**src/rtl/mc_pkg.sv**
```systemverilog
// mc_pkg: shared definitions for the multi-cycle MIPS32 control slice.
// Holds the opcode/funct encodings, the FSM state encoding, the decoded
// instruction classes, and the encodings of every datapath select field
// (pc_sel, wd_sel, reg_dst, alu_op, ext_op, mem_addr_sel).
package mc_pkg;

  // Primary opcodes
  localparam logic [5:0] OP_RTYPE = 6'b000000;
  localparam logic [5:0] OP_J     = 6'b000010;
  localparam logic [5:0] OP_JAL   = 6'b000011;
  localparam logic [5:0] OP_BEQ   = 6'b000100;
  localparam logic [5:0] OP_ORI   = 6'b001101;
  localparam logic [5:0] OP_LUI   = 6'b001111;
  localparam logic [5:0] OP_LW    = 6'b100011;
  localparam logic [5:0] OP_SW    = 6'b101011;

  // R-type funct codes
  localparam logic [5:0] FN_NOP  = 6'b000000;
  localparam logic [5:0] FN_JR   = 6'b001000;
  localparam logic [5:0] FN_ADDU = 6'b100001;
  localparam logic [5:0] FN_SUBU = 6'b100011;

  typedef enum logic [2:0] {
    ST_FETCH,
    ST_DECODE,
    ST_EXEC,
    ST_MEM_RD,
    ST_MEM_WR,
    ST_WB,
    ST_BRANCH,
    ST_TRAP
  } state_e;

  typedef enum logic [3:0] {
    CLS_ADDU,
    CLS_SUBU,
    CLS_ORI,
    CLS_LUI,
    CLS_LW,
    CLS_SW,
    CLS_BEQ,
    CLS_J,
    CLS_JAL,
    CLS_JR,
    CLS_NOP,
    CLS_ILLEGAL
  } instr_cls_e;

  // Next-PC source
  localparam logic [1:0] PC_SEL_PLUS4  = 2'd0;
  localparam logic [1:0] PC_SEL_BRANCH = 2'd1;
  localparam logic [1:0] PC_SEL_JUMP   = 2'd2;
  localparam logic [1:0] PC_SEL_RS     = 2'd3;

  // Register-file write data source
  localparam logic [1:0] WD_SEL_ALU = 2'd0;
  localparam logic [1:0] WD_SEL_MEM = 2'd1;
  localparam logic [1:0] WD_SEL_PC  = 2'd2;

  // Register-file destination
  localparam logic [1:0] REG_DST_RT = 2'd0;
  localparam logic [1:0] REG_DST_RD = 2'd1;
  localparam logic [1:0] REG_DST_RA = 2'd2;

  // ALU operation
  localparam logic [1:0] ALU_ADD = 2'd0;
  localparam logic [1:0] ALU_SUB = 2'd1;
  localparam logic [1:0] ALU_OR  = 2'd2;

  // Immediate extension
  localparam logic [1:0] EXT_ZERO = 2'd0;
  localparam logic [1:0] EXT_SIGN = 2'd1;
  localparam logic [1:0] EXT_LUI  = 2'd2;

  // Memory address source
  localparam logic MEM_ADDR_PC  = 1'b0;
  localparam logic MEM_ADDR_ALU = 1'b1;

endpackage

```
**src/rtl/mc_decode.sv**
```systemverilog
// mc_decode: purely combinational classifier of the instruction register.
// Ports:
//   ir_op, ir_funct : opcode and funct fields of the held instruction
//   cls             : decoded instruction class (instr_cls_e encoding)
//   is_illegal      : encoding is not one of the supported instructions
module mc_decode
  import mc_pkg::*;
(
  input  logic [5:0] ir_op,
  input  logic [5:0] ir_funct,
  output logic [3:0] cls,
  output logic       is_illegal
);

  instr_cls_e cls_e;

  always_comb begin
    cls_e = CLS_ILLEGAL;
    case (ir_op)
      OP_RTYPE: begin
        case (ir_funct)
          FN_ADDU: cls_e = CLS_ADDU;
          FN_SUBU: cls_e = CLS_SUBU;
          FN_JR:   cls_e = CLS_JR;
          FN_NOP:  cls_e = CLS_NOP;
          default: cls_e = CLS_ILLEGAL;
        endcase
      end
      OP_ORI:  cls_e = CLS_ORI;
      OP_LUI:  cls_e = CLS_LUI;
      OP_LW:   cls_e = CLS_LW;
      OP_SW:   cls_e = CLS_SW;
      OP_BEQ:  cls_e = CLS_BEQ;
      OP_J:    cls_e = CLS_J;
      OP_JAL:  cls_e = CLS_JAL;
      default: cls_e = CLS_ILLEGAL;
    endcase
  end

  assign cls        = cls_e;
  assign is_illegal = (cls_e == CLS_ILLEGAL);

endmodule

```
**src/rtl/mc_ctrl.sv**
```systemverilog
// mc_ctrl: multi-cycle control FSM for the MIPS32 datapath.
// Sequences FETCH/DECODE/EXEC/MEM_RD/MEM_WR/WB/BRANCH and a sticky TRAP.
// Ports:
//   clk, reset         : clock and synchronous active-high reset
//   ir_op, ir_funct    : held instruction register fields
//   alu_zero           : ALU result is zero (beq compare)
//   mem_ready          : memory completes the current request this cycle
//   pc_we, pc_sel      : PC load strobe and next-PC source
//   ir_we              : instruction register load
//   mem_req, mem_we    : memory request / write qualifier
//   mem_addr_sel       : memory address source (PC or ALU)
//   reg_we, reg_dst    : register write strobe and destination
//   wd_sel             : register write data source
//   alu_op, alu_src_imm, ext_op : ALU control
//   illegal            : sticky illegal-instruction flag
//   retired            : count of completed instructions (wraps)
module mc_ctrl
  import mc_pkg::*;
#(
  parameter int CNT_W = 32
) (
  input  logic             clk,
  input  logic             reset,
  input  logic [5:0]       ir_op,
  input  logic [5:0]       ir_funct,
  input  logic             alu_zero,
  input  logic             mem_ready,
  output logic             pc_we,
  output logic [1:0]       pc_sel,
  output logic             ir_we,
  output logic             mem_req,
  output logic             mem_we,
  output logic             mem_addr_sel,
  output logic             reg_we,
  output logic [1:0]       reg_dst,
  output logic [1:0]       wd_sel,
  output logic [1:0]       alu_op,
  output logic             alu_src_imm,
  output logic [1:0]       ext_op,
  output logic             illegal,
  output logic [CNT_W-1:0] retired
);

  state_e           state_q, state_d;
  logic             illegal_q, illegal_d;
  logic [CNT_W-1:0] retired_q, retired_d;
  logic             retire;

  logic [3:0]  cls_bits;
  logic        is_illegal;
  instr_cls_e  cls;

  // ALU setup implied by the held instruction; applied from EXEC onward
  logic [1:0]  cls_alu_op;
  logic        cls_alu_imm;
  logic [1:0]  cls_ext_op;

  mc_decode u_decode (
    .ir_op      (ir_op),
    .ir_funct   (ir_funct),
    .cls        (cls_bits),
    .is_illegal (is_illegal)
  );

  assign cls = instr_cls_e'(cls_bits);

  always_comb begin
    cls_alu_op  = ALU_ADD;
    cls_alu_imm = 1'b0;
    cls_ext_op  = EXT_ZERO;
    case (cls)
      CLS_SUBU: cls_alu_op = ALU_SUB;
      CLS_ORI: begin
        cls_alu_op  = ALU_OR;
        cls_alu_imm = 1'b1;
        cls_ext_op  = EXT_ZERO;
      end
      CLS_LUI: begin
        cls_alu_op  = ALU_OR;
        cls_alu_imm = 1'b1;
        cls_ext_op  = EXT_LUI;
      end
      CLS_LW, CLS_SW: begin
        cls_alu_op  = ALU_ADD;
        cls_alu_imm = 1'b1;
        cls_ext_op  = EXT_SIGN;
      end
      default: ;
    endcase
  end

  // Moore outputs and next state. Reset is folded in last so that it
  // silences every output and forces the next-state values.
  always_comb begin
    state_d      = state_q;
    illegal_d    = illegal_q;
    retire       = 1'b0;
    pc_we        = 1'b0;
    pc_sel       = PC_SEL_PLUS4;
    ir_we        = 1'b0;
    mem_req      = 1'b0;
    mem_we       = 1'b0;
    mem_addr_sel = MEM_ADDR_PC;
    reg_we       = 1'b0;
    reg_dst      = REG_DST_RT;
    wd_sel       = WD_SEL_ALU;
    alu_op       = ALU_ADD;
    alu_src_imm  = 1'b0;
    ext_op       = EXT_ZERO;

    case (state_q)
      ST_FETCH: begin
        mem_req      = 1'b1;
        mem_addr_sel = MEM_ADDR_PC;
        if (mem_ready) begin
          ir_we   = 1'b1;
          pc_we   = 1'b1;
          pc_sel  = PC_SEL_PLUS4;
          state_d = ST_DECODE;
        end
      end
      ST_DECODE: begin
        if (is_illegal) begin
          illegal_d = 1'b1;
          state_d   = ST_TRAP;
        end else begin
          case (cls)
            CLS_BEQ: state_d = ST_BRANCH;
            CLS_J: begin
              pc_we   = 1'b1;
              pc_sel  = PC_SEL_JUMP;
              retire  = 1'b1;
              state_d = ST_FETCH;
            end
            CLS_JAL: begin
              pc_we   = 1'b1;
              pc_sel  = PC_SEL_JUMP;
              reg_we  = 1'b1;
              reg_dst = REG_DST_RA;
              wd_sel  = WD_SEL_PC;
              retire  = 1'b1;
              state_d = ST_FETCH;
            end
            CLS_JR: begin
              pc_we   = 1'b1;
              pc_sel  = PC_SEL_RS;
              retire  = 1'b1;
              state_d = ST_FETCH;
            end
            CLS_NOP: begin
              retire  = 1'b1;
              state_d = ST_FETCH;
            end
            default: state_d = ST_EXEC;
          endcase
        end
      end
      ST_EXEC: begin
        alu_op      = cls_alu_op;
        alu_src_imm = cls_alu_imm;
        ext_op      = cls_ext_op;
        if (cls == CLS_LW)      state_d = ST_MEM_RD;
        else if (cls == CLS_SW) state_d = ST_MEM_WR;
        else                    state_d = ST_WB;
      end
      ST_MEM_RD: begin
        alu_op       = cls_alu_op;
        alu_src_imm  = cls_alu_imm;
        ext_op       = cls_ext_op;
        mem_req      = 1'b1;
        mem_addr_sel = MEM_ADDR_ALU;
        if (mem_ready) state_d = ST_WB;
      end
      ST_MEM_WR: begin
        alu_op       = cls_alu_op;
        alu_src_imm  = cls_alu_imm;
        ext_op       = cls_ext_op;
        mem_req      = 1'b1;
        mem_we       = 1'b1;
        mem_addr_sel = MEM_ADDR_ALU;
        if (mem_ready) begin
          retire  = 1'b1;
          state_d = ST_FETCH;
        end
      end
      ST_WB: begin
        alu_op      = cls_alu_op;
        alu_src_imm = cls_alu_imm;
        ext_op      = cls_ext_op;
        reg_we      = 1'b1;
        if (cls == CLS_ADDU || cls == CLS_SUBU) begin
          reg_dst = REG_DST_RD;
          wd_sel  = WD_SEL_ALU;
        end else if (cls == CLS_LW) begin
          reg_dst = REG_DST_RT;
          wd_sel  = WD_SEL_MEM;
        end else begin
          reg_dst = REG_DST_RT;
          wd_sel  = WD_SEL_ALU;
        end
        retire  = 1'b1;
        state_d = ST_FETCH;
      end
      ST_BRANCH: begin
        alu_op = ALU_SUB;
        ext_op = EXT_SIGN;
        if (alu_zero) begin
          pc_we  = 1'b1;
          pc_sel = PC_SEL_BRANCH;
        end
        retire  = 1'b1;
        state_d = ST_FETCH;
      end
      ST_TRAP: state_d = ST_TRAP;
      default: state_d = ST_FETCH;
    endcase

    retired_d = retired_q + {{(CNT_W-1){1'b0}}, retire};

    if (reset) begin
      pc_we        = 1'b0;
      pc_sel       = PC_SEL_PLUS4;
      ir_we        = 1'b0;
      mem_req      = 1'b0;
      mem_we       = 1'b0;
      mem_addr_sel = MEM_ADDR_PC;
      reg_we       = 1'b0;
      reg_dst      = REG_DST_RT;
      wd_sel       = WD_SEL_ALU;
      alu_op       = ALU_ADD;
      alu_src_imm  = 1'b0;
      ext_op       = EXT_ZERO;
      state_d      = ST_FETCH;
      illegal_d    = 1'b0;
      retired_d    = '0;
    end
  end

  always_ff @(posedge clk) begin
    state_q   <= state_d;
    illegal_q <= illegal_d;
    retired_q <= retired_d;
  end

  assign illegal = illegal_q;
  assign retired = retired_q;

endmodule

```
**config.mk**
```make
export PLATFORM = sky130hd
export DESIGN_NAME = mc_ctrl
export DESIGN_NICKNAME = d
export VERILOG_FILES = /design/src/rtl/mc_pkg.sv /design/src/rtl/mc_decode.sv /design/src/rtl/mc_ctrl.sv
export SDC_FILE = /design/constraint.sdc
export NUM_CORES = 1
export LEC_CHECK = 0
export BUFFER_PORTS_ARGS = -buffer_cell sky130_fd_sc_hd__buf_2
export CAP_MARGIN = 5
export CORE_ASPECT_RATIO = 0.75
export CORE_UTILIZATION = 52
export CTS_CLUSTER_SIZE = 30
export DETAILED_ROUTE_END_ITERATION = 7
export HOLD_SLACK_MARGIN = 0.15
export PLACE_DENSITY = 0.8
export SETUP_SLACK_MARGIN = 0.15
export SYNTH_ARGS = -nofsm -noshare
export SYNTH_HDL_FRONTEND = slang
export SYNTH_SLANG_ARGS = --single-unit
```
**constraint.sdc**
```tcl
create_clock -name clk -period 3.57 [get_ports clk]
set_input_delay 0.1785 -clock clk [delete_from_list [all_inputs] [get_ports clk]]
set_output_delay 0.1785 -clock clk [all_outputs]
set_load 0.03 [all_outputs]
```
==> flow_metrics.tcl <==
set metrics [dict create \
    initial_utilization_pct 55.5 \
    cts_resized 0 \
    p_leak_nw 1.13 \
    wire_per_inst_um 14.6 \
    rr_endpoint "retired[9]" \
    rr_worst_depth 8 \
    cp.arrival_ns 3.32 \
    grt_overflow 0 \
    critPathCaptureType "flop" \
    multiInputGateArea_um2 1470 \
    cts_root_buf "clkbuf_8" \
    crit_buf_inv 2 \
    dp_hpwl_um 4400 \
    tightest_slew_ns 0.883 \
    synthToLayoutAreaGrowth_pct 19.3 \
    holdPathStages 4 \
    firstDrtPassIters 5 \
    wl_um 6020 \
    max_freq_mhz 321 \
    ys.flop_type "dfxtp_1" \
    required_ns 3.78 \
    synth.distinct_cells 53 \
    finalCriticalPeriod_ns 3.11 \
    skew_ns 0.00489 \
    critical_path.top_delay_family "simple AND/OR/NAND/NOR gates" \
    coreArea_um2 4150 \
    outcome "finished, final reports clean" \
    r2r_setup_slack_ns 0.97 \
    finalSetupViolations 0 \
    antenna_cells 0 \
    cp_slowest_cell "or4_1" \
    via_count 2492 \
    final_nets 374 \
    final_util_pct 66.2 \
    cts.clk_slew.worst_paths_ns 0.07 \
    num_io_pins 66 \
    fin_tns_setup_ns 0 \
    rr_startpoint "state_q[1]" \
    track_usage_pct 26.3 \
    path_cells "buf_2 > or4_1 > o311ai_0 > nand3_1 > nor4bb_1 > nor4b_1 > ha_1 > buf_4 > nand4_1 > or3_1 > a21oi_1" \
    hold_path_end "state_q[2]" \
    hold_buffers 0 \
    peakVddDrop_mv 0.223 \
    avgViaCountPerCell 6.06 \
    cts-htree-levels 2 \
    grt_pass1_wl_um 9630 \
    final_cell_mix "buf_2 (65), nor2_1 (43), dfxtp_1 (36), nand2_1 (19), xor2_1 (18)" \
    dr.first_iter.drc_count 203 \
    critPathKind "in2reg" \
    nFillCells 358 \
    antenna_found_initial 0 \
    synth-async-reset-ratio_pct 0 \
    cts_tree "done" \
    grt_setup_unrepaired "false" \
    seqCellArea_um2 721 \
    post_cts_buffers 0 \
    synth-seq-area-share_pct 31.3 \
    cts.sinks 36 \
    row_count 20 \
    fp.dieH_um 59.7 \
    drv_cap 0 \
    place_congestion 0.999 \
    syn_area_per_cell_um2 7.71 \
    die_w_um 78.9 \
    yosysWarnings 0 \
    grt_pass1_vias 2070 \
    holdCritPathClass "in2reg" \
    drc_errors 0 \
    cts_buffers 5 \
    slew_violations 0 \
    layout_commonest_cell "buf_2" \
    grt_start_max_net_pins 53 \
    min_period_over_period_pct 87.2 \
    critPathMaxStageDelay_ns 0.56 \
    setup_slack_ns 0.459 \
    place_ws_ns 0.246 \
    hp-start "mem_ready" \
    power_density_nw_per_um2 300 \
    startpoint "ir_op[0]" \
    synth-seq-cells 36 \
    total_power_mw 0.825 \
    portBuffers 65 \
    ant_nets 0 \
    syn-num-nets 317 \
    syn_inst 299 \
    clkLatencyLatePin_ns 0.29 \
    start_kind "primary input" \
    synth_edf_count 0 \
    hold_viol_final 0 \
    drive_above_1_share_pct 24.4 \
    slew_headroom_pct 41.1 \
    die-area_um2 4710 \
    clockBufferDepth 2 \
    cp_max_fo 15 \
    synth.cell_area_um2 2300 \
]
Yosys cell counts (6+ instances only):
cell	number	area, um2
inv_1	8	30.0
dfxtp_1	36	721
clkbuf_1	14	52.6
nand4_1	13	81.3
nand2_1	19	71.3
or4_1	11	82.6
o31ai_1	11	82.6
nand3_1	15	75.1
nor2_1	43	161
or3_1	6	37.5
nor3_1	7	35.0
xor2_1	18	158
a21oi_1	16	80.1
power breakdown:
group          internal (mW)  switching [mW]
Sequential             0.406         0.00843
Combinational         0.0347          0.0684
Clock                  0.172           0.136
flip-flops by register name (all words and copies together) (netlist names):
register / flops
illegal: 1
retired: 32
state_q: 3
worst max path at each step:
stage	to	slack, ns	cells after the start
after floorplan	retired[31]	0.59	11
after global placement	retired[13]	0.43	12
after detailed placement	retired[9]	0.25	11
after CTS	retired[9]	0.53	11
after global routing	retired[31]	0.34	10
final	retired[9]	0.46	11
stage by stage:
step / instance area, um2 / instances / hold slack [ns]
2_1_floorplan: 2300 / 299 / 0.368
3_3_place_gp: 2650 / 404 / 0.441
3_5_place_dp: 2650 / 404 / 0.443
4_1_cts: 2750 / 411 / 0.262
5_1_grt: 2750 / 411 / 0.327
6_report: 2750 / 411 / 0.270
routing by layer:
metal / global-route usage, % / vias up / wire length [um] / part of all wire [%]
li1: - / 1220 / - / -
met1: 38.8 / 1142 / 2940 / 49
met2: 35.9 / 119 / 2410 / 40
met3: 8.24 / 11 / 600 / 10
met4: 8.05 / 0 / 62 / 1.0
met5: 0 / - / 0 / 0
tightest hold or removal path: cells and delay by family:
family	cells	cell delay, ns
buffers and inverters	1	0.13
AO/OA/AOI/OAI	1	0.04
AND/OR/NAND/NOR	2	0.15
kinds of logic after synthesis:
kind of cell,share of synthesized area (%)
adders and majority gates,1.09
DFF,31.3
xor gates and xnor gates,8.36
and+or+nand+nor,38.1
buffers and inverters,4.89
AOI/OAI and AO/OA,16.3
cell type report:
type                    count  share of cell area (%)
clock buffers               7                    3.50
repair buffers             70                    13.2
multi-input cells         235                    53.5
flip-flops and latches     36                    26.2
inverters                   8                    1.09
well taps                  55                    2.50
Note: power is estimated with default switching activity, not from simulation.
